===== src/rtl/remap_accel_addr_gen.sv =====
// rtl/remap_accel_addr_gen.sv - pipelined y*cols+x address generator with frame FSM
// One coordinate per handshake in, one flat address (with out-of-range flag) out.
module remap_accel_addr_gen #(
  parameter int W       = 11,
  parameter int AW      = 22,
  parameter int MUL_LAT = 4
) (
  input  logic          clk,
  input  logic          reset_n,
  input  logic          start,
  input  logic [W-1:0]  cfg_cols,
  input  logic [W-1:0]  cfg_rows,
  input  logic          s_valid,
  output logic          s_ready,
  input  logic [W-1:0]  s_x,
  input  logic [W-1:0]  s_y,
  output logic          m_valid,
  input  logic          m_ready,
  output logic [AW-1:0] m_addr,
  output logic          m_oob,
  output logic          busy,
  output logic          frame_done,
  output logic [15:0]   oob_count
);

  typedef enum logic [1:0] {IDLE, RUN, DRAIN} state_t;

  localparam logic [W-1:0] ONE = W'(1);

  state_t state, state_nxt;

  logic [W-1:0]       cols_q, rows_q;
  logic [W-1:0]       col_cnt, row_cnt;
  logic               adv, accept, oob_in, last_acc, drain_ok;
  logic [MUL_LAT-1:0] vld;
  logic [MUL_LAT-1:0] oob_d;
  logic [AW-1:0]      prod [MUL_LAT];
  logic [W-1:0]       x_d  [MUL_LAT];

  // adv is the single global stall for every pipeline register
  assign adv      = ~m_valid | m_ready;
  assign accept   = s_valid & s_ready;
  assign oob_in   = (s_x >= cols_q) | (s_y >= rows_q);
  assign last_acc = (col_cnt == cols_q - ONE) && (row_cnt == rows_q - ONE);
  assign drain_ok = ~(|vld) & adv;
  assign busy     = (state != IDLE);

  always_ff @(posedge clk) begin
    if (!reset_n) begin
      state <= IDLE;
    end else begin
      state <= state_nxt;
    end
  end

  always_comb begin
    state_nxt = state;
    s_ready   = 1'b0;
    case (state)
      IDLE: begin
        if (start) begin
          state_nxt = (cfg_cols == '0 || cfg_rows == '0) ? DRAIN : RUN;
        end
      end
      RUN: begin
        s_ready = adv;
        if (accept && last_acc) begin
          state_nxt = DRAIN;
        end
      end
      DRAIN: begin
        if (drain_ok) begin
          state_nxt = IDLE;
        end
      end
      default: state_nxt = IDLE;
    endcase
  end

  always_ff @(posedge clk) begin
    if (!reset_n) begin
      cols_q     <= '0;
      rows_q     <= '0;
      col_cnt    <= '0;
      row_cnt    <= '0;
      frame_done <= 1'b0;
      oob_count  <= '0;
    end else begin
      frame_done <= (state == DRAIN) && drain_ok;
      if (state == IDLE && start) begin
        cols_q    <= cfg_cols;
        rows_q    <= cfg_rows;
        col_cnt   <= '0;
        row_cnt   <= '0;
        oob_count <= '0;
      end else begin
        if (m_valid && m_ready && m_oob && oob_count != 16'hFFFF) begin
          oob_count <= oob_count + 16'd1;
        end
        if (accept) begin
          if (col_cnt == cols_q - ONE) begin
            col_cnt <= '0;
            row_cnt <= row_cnt + ONE;
          end else begin
            col_cnt <= col_cnt + ONE;
          end
        end
      end
    end
  end

  always_ff @(posedge clk) begin
    if (!reset_n) begin
      vld     <= '0;
      m_valid <= 1'b0;
      m_addr  <= '0;
      m_oob   <= 1'b0;
    end else if (adv) begin
      vld     <= {vld[MUL_LAT-2:0], accept};
      m_valid <= vld[MUL_LAT-1];
      if (vld[MUL_LAT-1]) begin
        m_addr <= oob_d[MUL_LAT-1] ? '0 : prod[MUL_LAT-1] + AW'(x_d[MUL_LAT-1]);
        m_oob  <= oob_d[MUL_LAT-1];
      end
    end
  end

  // Multiplier stages and the x/oob delay lines share the same enable
  always_ff @(posedge clk) begin
    if (adv) begin
      prod[0] <= AW'(s_y) * AW'(cols_q);
      x_d[0]  <= s_x;
      oob_d   <= {oob_d[MUL_LAT-2:0], oob_in};
      for (int i = 1; i < MUL_LAT; i++) begin
        prod[i] <= prod[i-1];
        x_d[i]  <= x_d[i-1];
      end
    end
  end

endmodule


===== config.mk =====
export PLATFORM = sky130hd
export DESIGN_NAME = remap_accel_addr_gen
export DESIGN_NICKNAME = d
export VERILOG_FILES = /design/src/rtl/remap_accel_addr_gen.sv
export SDC_FILE = /design/constraint.sdc
export NUM_CORES = 1
export LEC_CHECK = 0
export ABC_AREA = 0
export CAP_MARGIN = 20
export CORE_MARGIN = 10
export CORE_UTILIZATION = 65
export CTS_CLUSTER_SIZE = 12
export DETAILED_ROUTE_END_ITERATION = 6
export GPL_TIMING_DRIVEN = 1
export PLACE_DENSITY = 0.95
export SKIP_LAST_GASP = 1
export SYNTH_ARGS = -nofsm -noshare
export SYNTH_HDL_FRONTEND = slang
export SYNTH_SLANG_ARGS = --single-unit

===== constraint.sdc =====
create_clock -name clk -period 16 [get_ports clk]
set_input_delay 4 -clock clk [delete_from_list [all_inputs] [get_ports clk]]
set_output_delay 4 -clock clk [all_outputs]
set_load 0.01 [all_outputs]

# After elaboration in Yosys (flattened, before gate mapping)
# Memory sizes are Yosys's and may differ from the RTL's.
# Index checks and enable logic that the tools add are counted.
[classes]
addsub = 6
bitwise = 7
reduce_logical = 17
n_lt_le_gt_ge = 2
n_eq_ne = 8
muxes = 10
multipliers = 1
[op_table]
columns = ["cell", "n"]
rows = [
  ["$add A11 B1 Y11 const B", 2],
  ["$add A22 B11 Y22", 1],
  ["$eq A11 B11 Y1", 2],
  ["$ge A11 B11 Y1", 2],
  ["$logic_not A11 Y1", 2],
  ["$mul A11 B11 Y22", 1],
  ["$mux W22", 1],
  ["$sub A11 B1 Y11 const B", 2],
  ["$add A16 B1 Y16 const B", 1],
  ["$ne A16 B16 Y1 const B", 1],
  ["$mux W11", 1],
  ["$mux W2", 4],
  ["$logic_and A1 B1 Y1", 7],
  ["$ne A2 B2 Y1 const B", 3],
  ["$pmux W2 S3", 1],
  ["$reduce_and A2 Y1", 2],
  ["$reduce_or A4 Y1", 1],
  ["$mux W1", 3],
  ["$not A1 Y1", 3],
  ["$reduce_and A3 Y1", 1],
  ["$and A1 B1 Y1", 2],
  ["$eq A2 B1 Y1 const B", 1],
  ["$eq A2 B2 Y1 const B", 1],
  ["$logic_not A2 Y1", 1],
  ["4 further kinds", 5],
]
[word_totals]
out_inout_bits = 43
reg_bits = 95
ramBits = 132
memories = 2
[memory_table]
columns = ["memory", "depth", "word_bits", "rd", "rd_clocked_by_memory_dff", "write_ports", "line_no", "rtl"]
rows = [
  ["prod", 4, 22, 4, 0, 4, "37", "logic [AW-1:0] prod [MUL_LAT];"],
  ["x_d", 4, 11, 4, 0, 4, "38", "logic [W-1:0] x_d [MUL_LAT];"],
]

# Logic depth before layout (Yosys ltp)
# Gate-level depths: netlist of the first run.
[logic_depth]
depth_word = 7
ltp_mapped = 21

# Least setup slack after synthesis of the first run
# No wires, ideal clock.
[synth_timing]
path_kind = "input-to-output"
startpoint = "input port m_ready"
endpoint = "output port s_ready"
t_required_ns = 12.000
path_stages = 4
setup_slack_ns = 5.849
arrival_ns = 6.151
path_buffers = 1
path_cell_list = "nor2b_1 -> buf_2 -> clkinv_2 -> and2_1"
[synth_between]
elab_chain_cells = 2
[synth_lines]
columns = ["item", "line_no", "rtl"]
rows = [
  ["start: declaration", "18", "input logic m_ready,"],
  ["$or A1 B1 Y1", "41", "assign adv = ~m_valid | m_ready;"],
  ["$mux W1", "59", "case (state)"],
  ["end: declaration", "14", "output logic s_ready,"],
]
# No other way between the ends.

# Final worst setup path of the first run
# Ends and elaborated chain as after synthesis.

==> summary.md, run 1 <==
The global routing usage on met3 was 0.0374; the met2 track utilization from global routing was 0.388. The fraction of final layout cells sized beyond drive strength 1 is 0.0342. The worst setup path is launched from a primary input. For this block, the via count after detailed routing is 10200. Setup violations remaining at the end of the flow were counted as 0.

The path class of the lowest-slack min-delay path is flop to flop. The run gives 10200 as the via count of the first global-routing pass. The run finished with clean final reports.

The cell that appears most often on the critical path is sky130_fd_sc_hd__clkdlybuf4s50_1. The most common cell after layout, fill and taps aside is sky130_fd_sc_hd__nand2_1. The transition time at the pin with the least slew margin is 1.10 ns, and the width of the chip is 166 µm.

The starting density of the core is 0.657, and the cell count after placement is 1636. The tightest slew margin relative to the limit came out at 0.269. Hold is met by 0.416 ns. The run gives 92 as the I/O pin count. For the leftover overflow at the end of global routing, the log shows 0. In this run, the number of DRC markers left after iteration 0 of detailed routing was 1179.

The max-capacitance violation count was 0; the final number of max-transition violations was 0. The worst setup path is of the primary input to output pin kind. The number of different library cells used by synthesis comes to 68. The number of enable-type register cells in the synthesized netlist works out to 136.

Walking the worst path, the cells encountered are clkdlybuf4s50_1 -> nor2b_1 -> inv_4 -> and2_1 -> clkdlybuf4s50_1. The placer congestion estimate is 0.892, and the maximum number of pins on one net before global-route repair is 95. The tree is rooted in a sky130_fd_sc_hd__clkbuf_16. The count of non-filler cells in the finished layout is 1680. The count of yosys warnings during synthesis was 0. The tools report the total number of clock tree sinks as 227. For the number of antenna violations at the first check in global routing, the log shows 0. After detailed routing, the number of remaining DRC violations is 0. The repair_antennas step left the layout with diodes totalling 0. Summed over all cells, the static leakage comes to 6.47 nW.

The buffer levels on the longest clock path was 3. The area growth from synthesis to layout works out to 13.4%. TritonCTS built the clock tree. For the combined area of the multi-input logic cells, the log shows 7120 µm². Dividing the detail-routed wire length by the instance count gives 18.9 µm. The die covers 27400 µm². The setup skew after layout is 0.0163 ns, and the combined area of all synthesized cells is 13800 µm². For the number of iterations in the first detailed-routing pass, the log shows 5.

The later-pin clock latency in the skew report is 0.53 ns, and the summed negative setup slack over all endpoints is 0 ns. A synthesized cell averages 10.5 µm². Highest-delay cell along the critical path: sky130_fd_sc_hd__clkdlybuf4s50_1. The maximum clock frequency was 0.0991 GHz. The critical-path maximum fanout was 51; the detailed-placement wirelength estimate was 22300 µm. The arrival time of data at the critical path endpoint was 6.09 ns; the final net count was 1616. The average vias per placed instance was 6.10. The tools report the CTS H-tree depth as 1. Buffers placed on the I/O ports in this run total 91. The tools report the number of buffers inserted during clock tree synthesis as 24. The die extent in y came out at 166 µm. Setup repair after global routing left no endpoint under its margin. The number of gates resized after CTS was 0. In this run the standard cell core region covers 21000 µm². Hold repair after CTS inserted 0 buffers. In this run the remaining antenna-violating nets after routing total 0. The logs give 12.00 ns for the required arrival time at the worst endpoint and 0.429 for the fraction of the yosys area taken by sequential cells. For the number of nets produced by synthesis, the log shows 1543. Clock-pin slew was measured on the worst setup and hold paths at 0.06 ns. Summed over all layers, the routed wires come to 31700 µm. The synthesized design contains 227 register bits. The run gives 0.228 as the total routing resource utilization after global routing. Counting every instance in the synthesized netlist gives 1315. The area used by sequential logic in the layout was 5910 µm². The portion of the clock cycle consumed by the worst path in the final layout is 0.631, and the power density normalized to cell area is 108 nW/µm². The element type at the critical path end is an output pin. Maximum vdd drop: 80.0 µV. For the overall power consumption, the log shows 1.68 mW.

The most used flip-flop cell after synthesis is sky130_fd_sc_hd__edfxtp_1. The library cells used most frequently in the layout, excluding fill and tap cells, are sky130_fd_sc_hd__nand2_1, sky130_fd_sc_hd__inv_1, sky130_fd_sc_hd__edfxtp_1. The run gives 51000 µm as the first-pass GRT wire length.

For the met1 global-route usage, the log shows 0.281. Row generation in the floorplan step produced 53 rows. The final hold violation count is 0, and the minimum clock period after layout is 10.09 ns.

The global-route layer with the greatest usage is met2. Fill cells in the final layout number 1298. The tools report the buffers inserted during post-CTS setup optimization as 0. The stage delay of the slowest cell on the critical path was 0.49 ns; the async set-reset flop share out of synthesis was 0.
-- state kept, by name (all words and copies together), names as in the netlist --
name / flops
row_cnt: 11
frame_done: 1
state: 2
x_d: 44
vld: 4
prod: 88
col_cnt: 11
rows_q: 11
m_valid: 1
m_oob: 1
oob_count: 16
m_addr: 22
oob_d: 4
cols_q: 11
-- worst max-delay path, delay by kind of cell --
kind,cells,cell delay (ns)
AND/OR/NAND/NOR,2,0.74
buffers and inverters,3,1.33
-- through the flow --
step	util	area, µm²	setup WS (ns)
global placement	0.709	14900	6.08
CTS	0.744	15600	5.94
detailed placement	0.709	14900	6.04
floorplan	-	13800	5.85
global route	0.745	15600	5.85
finish	0.745	15600	5.91
-- cells in the mapped netlist (all sizes together), types with 39 or more instances --
library cell	n	share of area
a21oi	39	0.014
and2	60	0.027
clkbuf	43	0.012
dfxtp	91	0.13
edfxtp	136	0.30
fa	81	0.12
ha	98	0.089
inv	145	0.040
nand2	156	0.043
nor2	64	0.017
xnor2	41	0.026
xor2	40	0.025
-- where the power goes --
part	switching, mW	leakage [nW]	internal [mW]	total (mW)
logic	0.211	3.86	0.155	0.365
clock network	0.231	0.354	0.299	0.530
registers	0.0562	2.25	0.728	0.784
-- cell type report --
class	instances	area share
clock inverter	4	0.00216
clock buffer	39	0.0447
inverter	147	0.0355
tap	275	0.0220
multi-input combinational	893	0.456
timing repair buffer	95	0.0615
sequential	227	0.378
-- cell families after synthesis --
kind of cell / Yosys count / share of synthesized area
muxes: 8 / 0.00591
and+or+nand+nor: 441 / 0.161
AOI/OAI and AO/OA: 184 / 0.0918
DFF: 227 / 0.429
adders and majority gates: 179 / 0.207
buffers and inverters: 195 / 0.0545
xor gates and xnor gates: 81 / 0.0515
-- routing by layer --
metal / vias to the layer above / share of wire / wire length [µm]
met4: 0 / 0.040 / 1280
li1: 4649 / - / -
met5: - / 0 / 0
met3: 125 / 0.082 / 2610
met2: 557 / 0.49 / 15600
met1: 4918 / 0.38 / 12200
-- final timing paths --
path          startpoint           to  slack, ns  depth (start not counted)
max              m_ready      s_ready       5.91                          5
min          prod[0][10]  prod[1][10]       0.42                          0
max reg2reg    cols_q[4]  prod[0][17]      10.14                         16
min reg2reg  prod[0][10]  prod[1][10]       0.42                          0
No activity file was read; power rests on OpenSTA's default activity.
==> run 2, diff against run 1 <==
--- a/config.mk
+++ b/config.mk
@@ -8,11 +8,11 @@
 export ABC_AREA = 0
 export CAP_MARGIN = 20
 export CORE_MARGIN = 10
-export CORE_UTILIZATION = 65
+export CORE_UTILIZATION = 54
 export CTS_CLUSTER_SIZE = 12
 export DETAILED_ROUTE_END_ITERATION = 6
 export GPL_TIMING_DRIVEN = 1
-export PLACE_DENSITY = 0.95
+export PLACE_DENSITY = 0.86
 export SKIP_LAST_GASP = 1
 export SYNTH_ARGS = -nofsm -noshare
 export SYNTH_HDL_FRONTEND = slang
==> constraint.sdc (replaced) <==
create_clock -name clk -period 9 [get_ports clk]
set_input_delay 2.25 -clock clk [delete_from_list [all_inputs] [get_ports clk]]
set_output_delay 2.25 -clock clk [all_outputs]
set_load 0.01 [all_outputs]
==> summary.md, run 2 (same netlist as run 1, synthesis figures left out) <==
The transition time at the pin with the least slew margin is 1.00 ns (-0.0970 ns), and the tightest slew margin relative to the limit is 0.334 (+0.0651). The number of DRC markers after the initial detailed-route iteration was 751 (-36%); the number of input and output port buffers inserted was 91 (unchanged). Starting density of the core: 0.548 (-0.109). The signal on the critical path passes through clkdlybuf4s50_1 -> and2_1 -> fa_1 -> fa_1 -> fa_1 -> fa_1 -> inv_1 -> fa_1 -> inv_1 -> ha_1 -> a21oi_1 -> o21a_1 -> a311oi_1 -> o31ai_1 -> or4b_2 -> o311ai_0. The first-pass GRT wire length was 48700 µm (-4.5%); the number of endpoints failing setup at the final stage was 0 (unchanged). The number of flip-flops in the largest register is 88 (unchanged). The kind of critical path was primary input to flop.

The cell row count is 58 (+9.4%). For the leftover overflow at the end of global routing, the log shows 0 (unchanged). The portion of the clock cycle consumed by the worst path in the final layout came out at 0.834. The cell sitting at the root of the clock tree is a sky130_fd_sc_hd__clkbuf_16.

The worst setup path is launched from a primary input. The tools report the residual DRC count as 0 (unchanged). The max-capacitance violation count came out at 0 (unchanged). The run gives 24 (unchanged) as the number of buffers inserted during clock tree synthesis.

In this run the worst hold path is classified as flop to flop. The run finished with clean final reports. The worst hold slack across all endpoints is 0.412 ns (-0.00452 ns), and the maximum vdd drop is 138 µV (+72%).

The utilization after layout was 0.623 (-0.123); the CTS H-tree depth was 1 (unchanged). The setup skew after layout came out at 0.00712 ns (-0.00921 ns). The run gives 0 (unchanged) as the count of antenna-violating nets left after detailed routing.

The via count of the first global-routing pass is 9948 (-2.6%), and the final hold violation count is 0 (unchanged). For the required arrival time at the worst endpoint, the log shows 9.31 ns (-2.69 ns). The library cell used most frequently in the layout, excluding fill and tap cells, is sky130_fd_sc_hd__nand2_1. The width of the chip is 180 µm (+8.5%), and the fraction of final layout cells sized beyond drive strength 1 is 0.0335 (-0.000688). The worst path in the final design needs a cycle of 7.51 ns, including I/O delays and setup.

The placer congestion estimate was 0.884 (-0.90%). The logs give 0 (unchanged) for the number of cells upsized or downsized after cts and 7.82 ns (+1.73 ns) for the arrival time of data at the critical path endpoint. The run gives 29300 µm (-7.5%) as the post-detailed-routing wire length. STA classifies the critical path endpoint as a flop.

Average wire per standard cell: 16.9 µm (-10%). The number of antenna violations at the first check in global routing was 0 (unchanged); the area growth from synthesis to layout was 13.5%. The most numerous cell type found on the critical path is sky130_fd_sc_hd__fa_1. The stage delay of the slowest cell on the critical path is 0.63 ns (+0.14 ns). The power density normalized to cell area was 187 nW/µm² (+73%); the maximum clock frequency was 0.133 GHz. The average vias per placed instance works out to 5.62 (-7.8%). Register with the most flip-flops: prod. Summed negative setup slack over all endpoints: 0 ns (unchanged). For the buffers inserted during post-CTS setup optimization, the log shows 0 (unchanged). The run gives 92 (unchanged) as the I/O pin count.

For the leakage dissipation, the log shows 6.44 nW (-0.43%). The total routing resource utilization after global routing came out at 0.177 (-0.0511). Setup repair after global routing left no endpoint under its margin. For the number of hold-repair buffers added at the cts stage, the log shows 0 (unchanged). Critical-path maximum fanout: 12 (-76%). For the final net count, the log shows 1615 (-0.062%). In the layout the commonest cells are sky130_fd_sc_hd__nand2_1, sky130_fd_sc_hd__inv_1, sky130_fd_sc_hd__edfxtp_1. The tools report the buffer levels on the longest clock path as 3 (unchanged). The die extent in y was 180 µm (+8.5%).

The run gives 21800 µm (-2.5%) as the detailed-placement wirelength estimate. In the final layout, the registers with the most flip-flops are prod: 88 flops, x_d: 44 flops, m_addr: 22 flops. TritonCTS built the clock tree. Maximum number of pins on one net before global-route repair: 89 (-6.3%).

The tools report the placeable core region as 25100 µm² (+20%). The later-pin clock latency in the skew report was 0.52 ns (about the same); the total number of clock tree sinks was 227 (unchanged). The number of inserted diodes was 0 (unchanged). Among all stages on the critical path, the largest delay is contributed by sky130_fd_sc_hd__clkdlybuf4s50_1.

The floorplan die area is 32300 µm² (+18%), and the clock transition at the registers of the reported paths is 0.06 ns (about the same). The detailed-route via count came out at 9750 (-4.9%). The number of iterations in the first detailed-routing pass was 5 (unchanged); the final number of max-transition violations was 0 (unchanged).
## run 2: cell types whose count changed in the layout (fill, tap and decap cells not counted)
cell / delta
sky130_fd_sc_hd__clkinvlp_4: +1
sky130_fd_sc_hd__buf_16: -1
sky130_fd_sc_hd__buf_6: +1
sky130_fd_sc_hd__buf_4: -1
sky130_fd_sc_hd__clkbuf_16: -1
sky130_fd_sc_hd__clkbuf_8: -1
sky130_fd_sc_hd__clkbuf_2: +1
## run 2: through the flow
| step | setup slack [ns] | cell area (µm²) | total power [mW] | cells |
|---|---|---|---|---|
| 6_report | 1.49 | 15600 | 2.92 | 1734 |
| 4_1_cts | 1.54 | 15600 | 2.94 | 1733 |
| 2_1_floorplan | 1.83 | 13800 | 1.85 | 1315 |
| 3_3_place_gp | 1.15 | 14900 | 1.99 | 1690 |
| 5_1_grt | 1.22 | 15600 | 3.08 | 1734 |
| 3_5_place_dp | 1.01 | 14900 | 2.03 | 1690 |
## run 2: report_power, final
part           internal (mW)  leakage (nW)  switching [mW]
clock network          0.507         0.338           0.387
logic                  0.275          3.85           0.363
registers               1.29          2.25          0.0897
total                   2.08          6.44           0.840
## run 2: worst paths after layout
check                end  cells after the start      start  slack (ns)
max          prod[0][17]                     16     s_y[1]        1.49
min            x_d[1][5]                      0  x_d[0][5]        0.41
max reg2reg  prod[0][17]                     16  cols_q[4]        3.23
min reg2reg    x_d[1][5]                      0  x_d[0][5]        0.41
## run 2: final cells by class
| class | instances | area (µm²) |
|---|---|---|
| timing repair buffer | 94 | 937 |
| sequential | 227 | 5910 |
| tap | 330 | 413 |
| multi-input combinational | 893 | 7120 |
| clock inverter | 5 | 41.3 |
| inverter | 147 | 554 |
| fill | 2006 | 9480 |
| clock buffer | 38 | 664 |
## run 2: worst max-delay path, delay by kind of cell
family / cells / cell delay [ns]
and+or+nand+nor: 2 / 0.90
adders and majority gates: 6 / 2.98
AOI/OAI and AO/OA: 5 / 0.95
buffers and inverters: 3 / 0.72
## run 2: metal layers
layer	vias to the layer above	global-route usage	wire length [µm]	part of all wire
met2	337	0.311	14700	0.50
met4	0	0.0543	687	0.023
met3	58	0.0327	1750	0.060
li1	4638	-	-	-
met1	4717	0.215	12200	0.41
met5	-	0	0	0
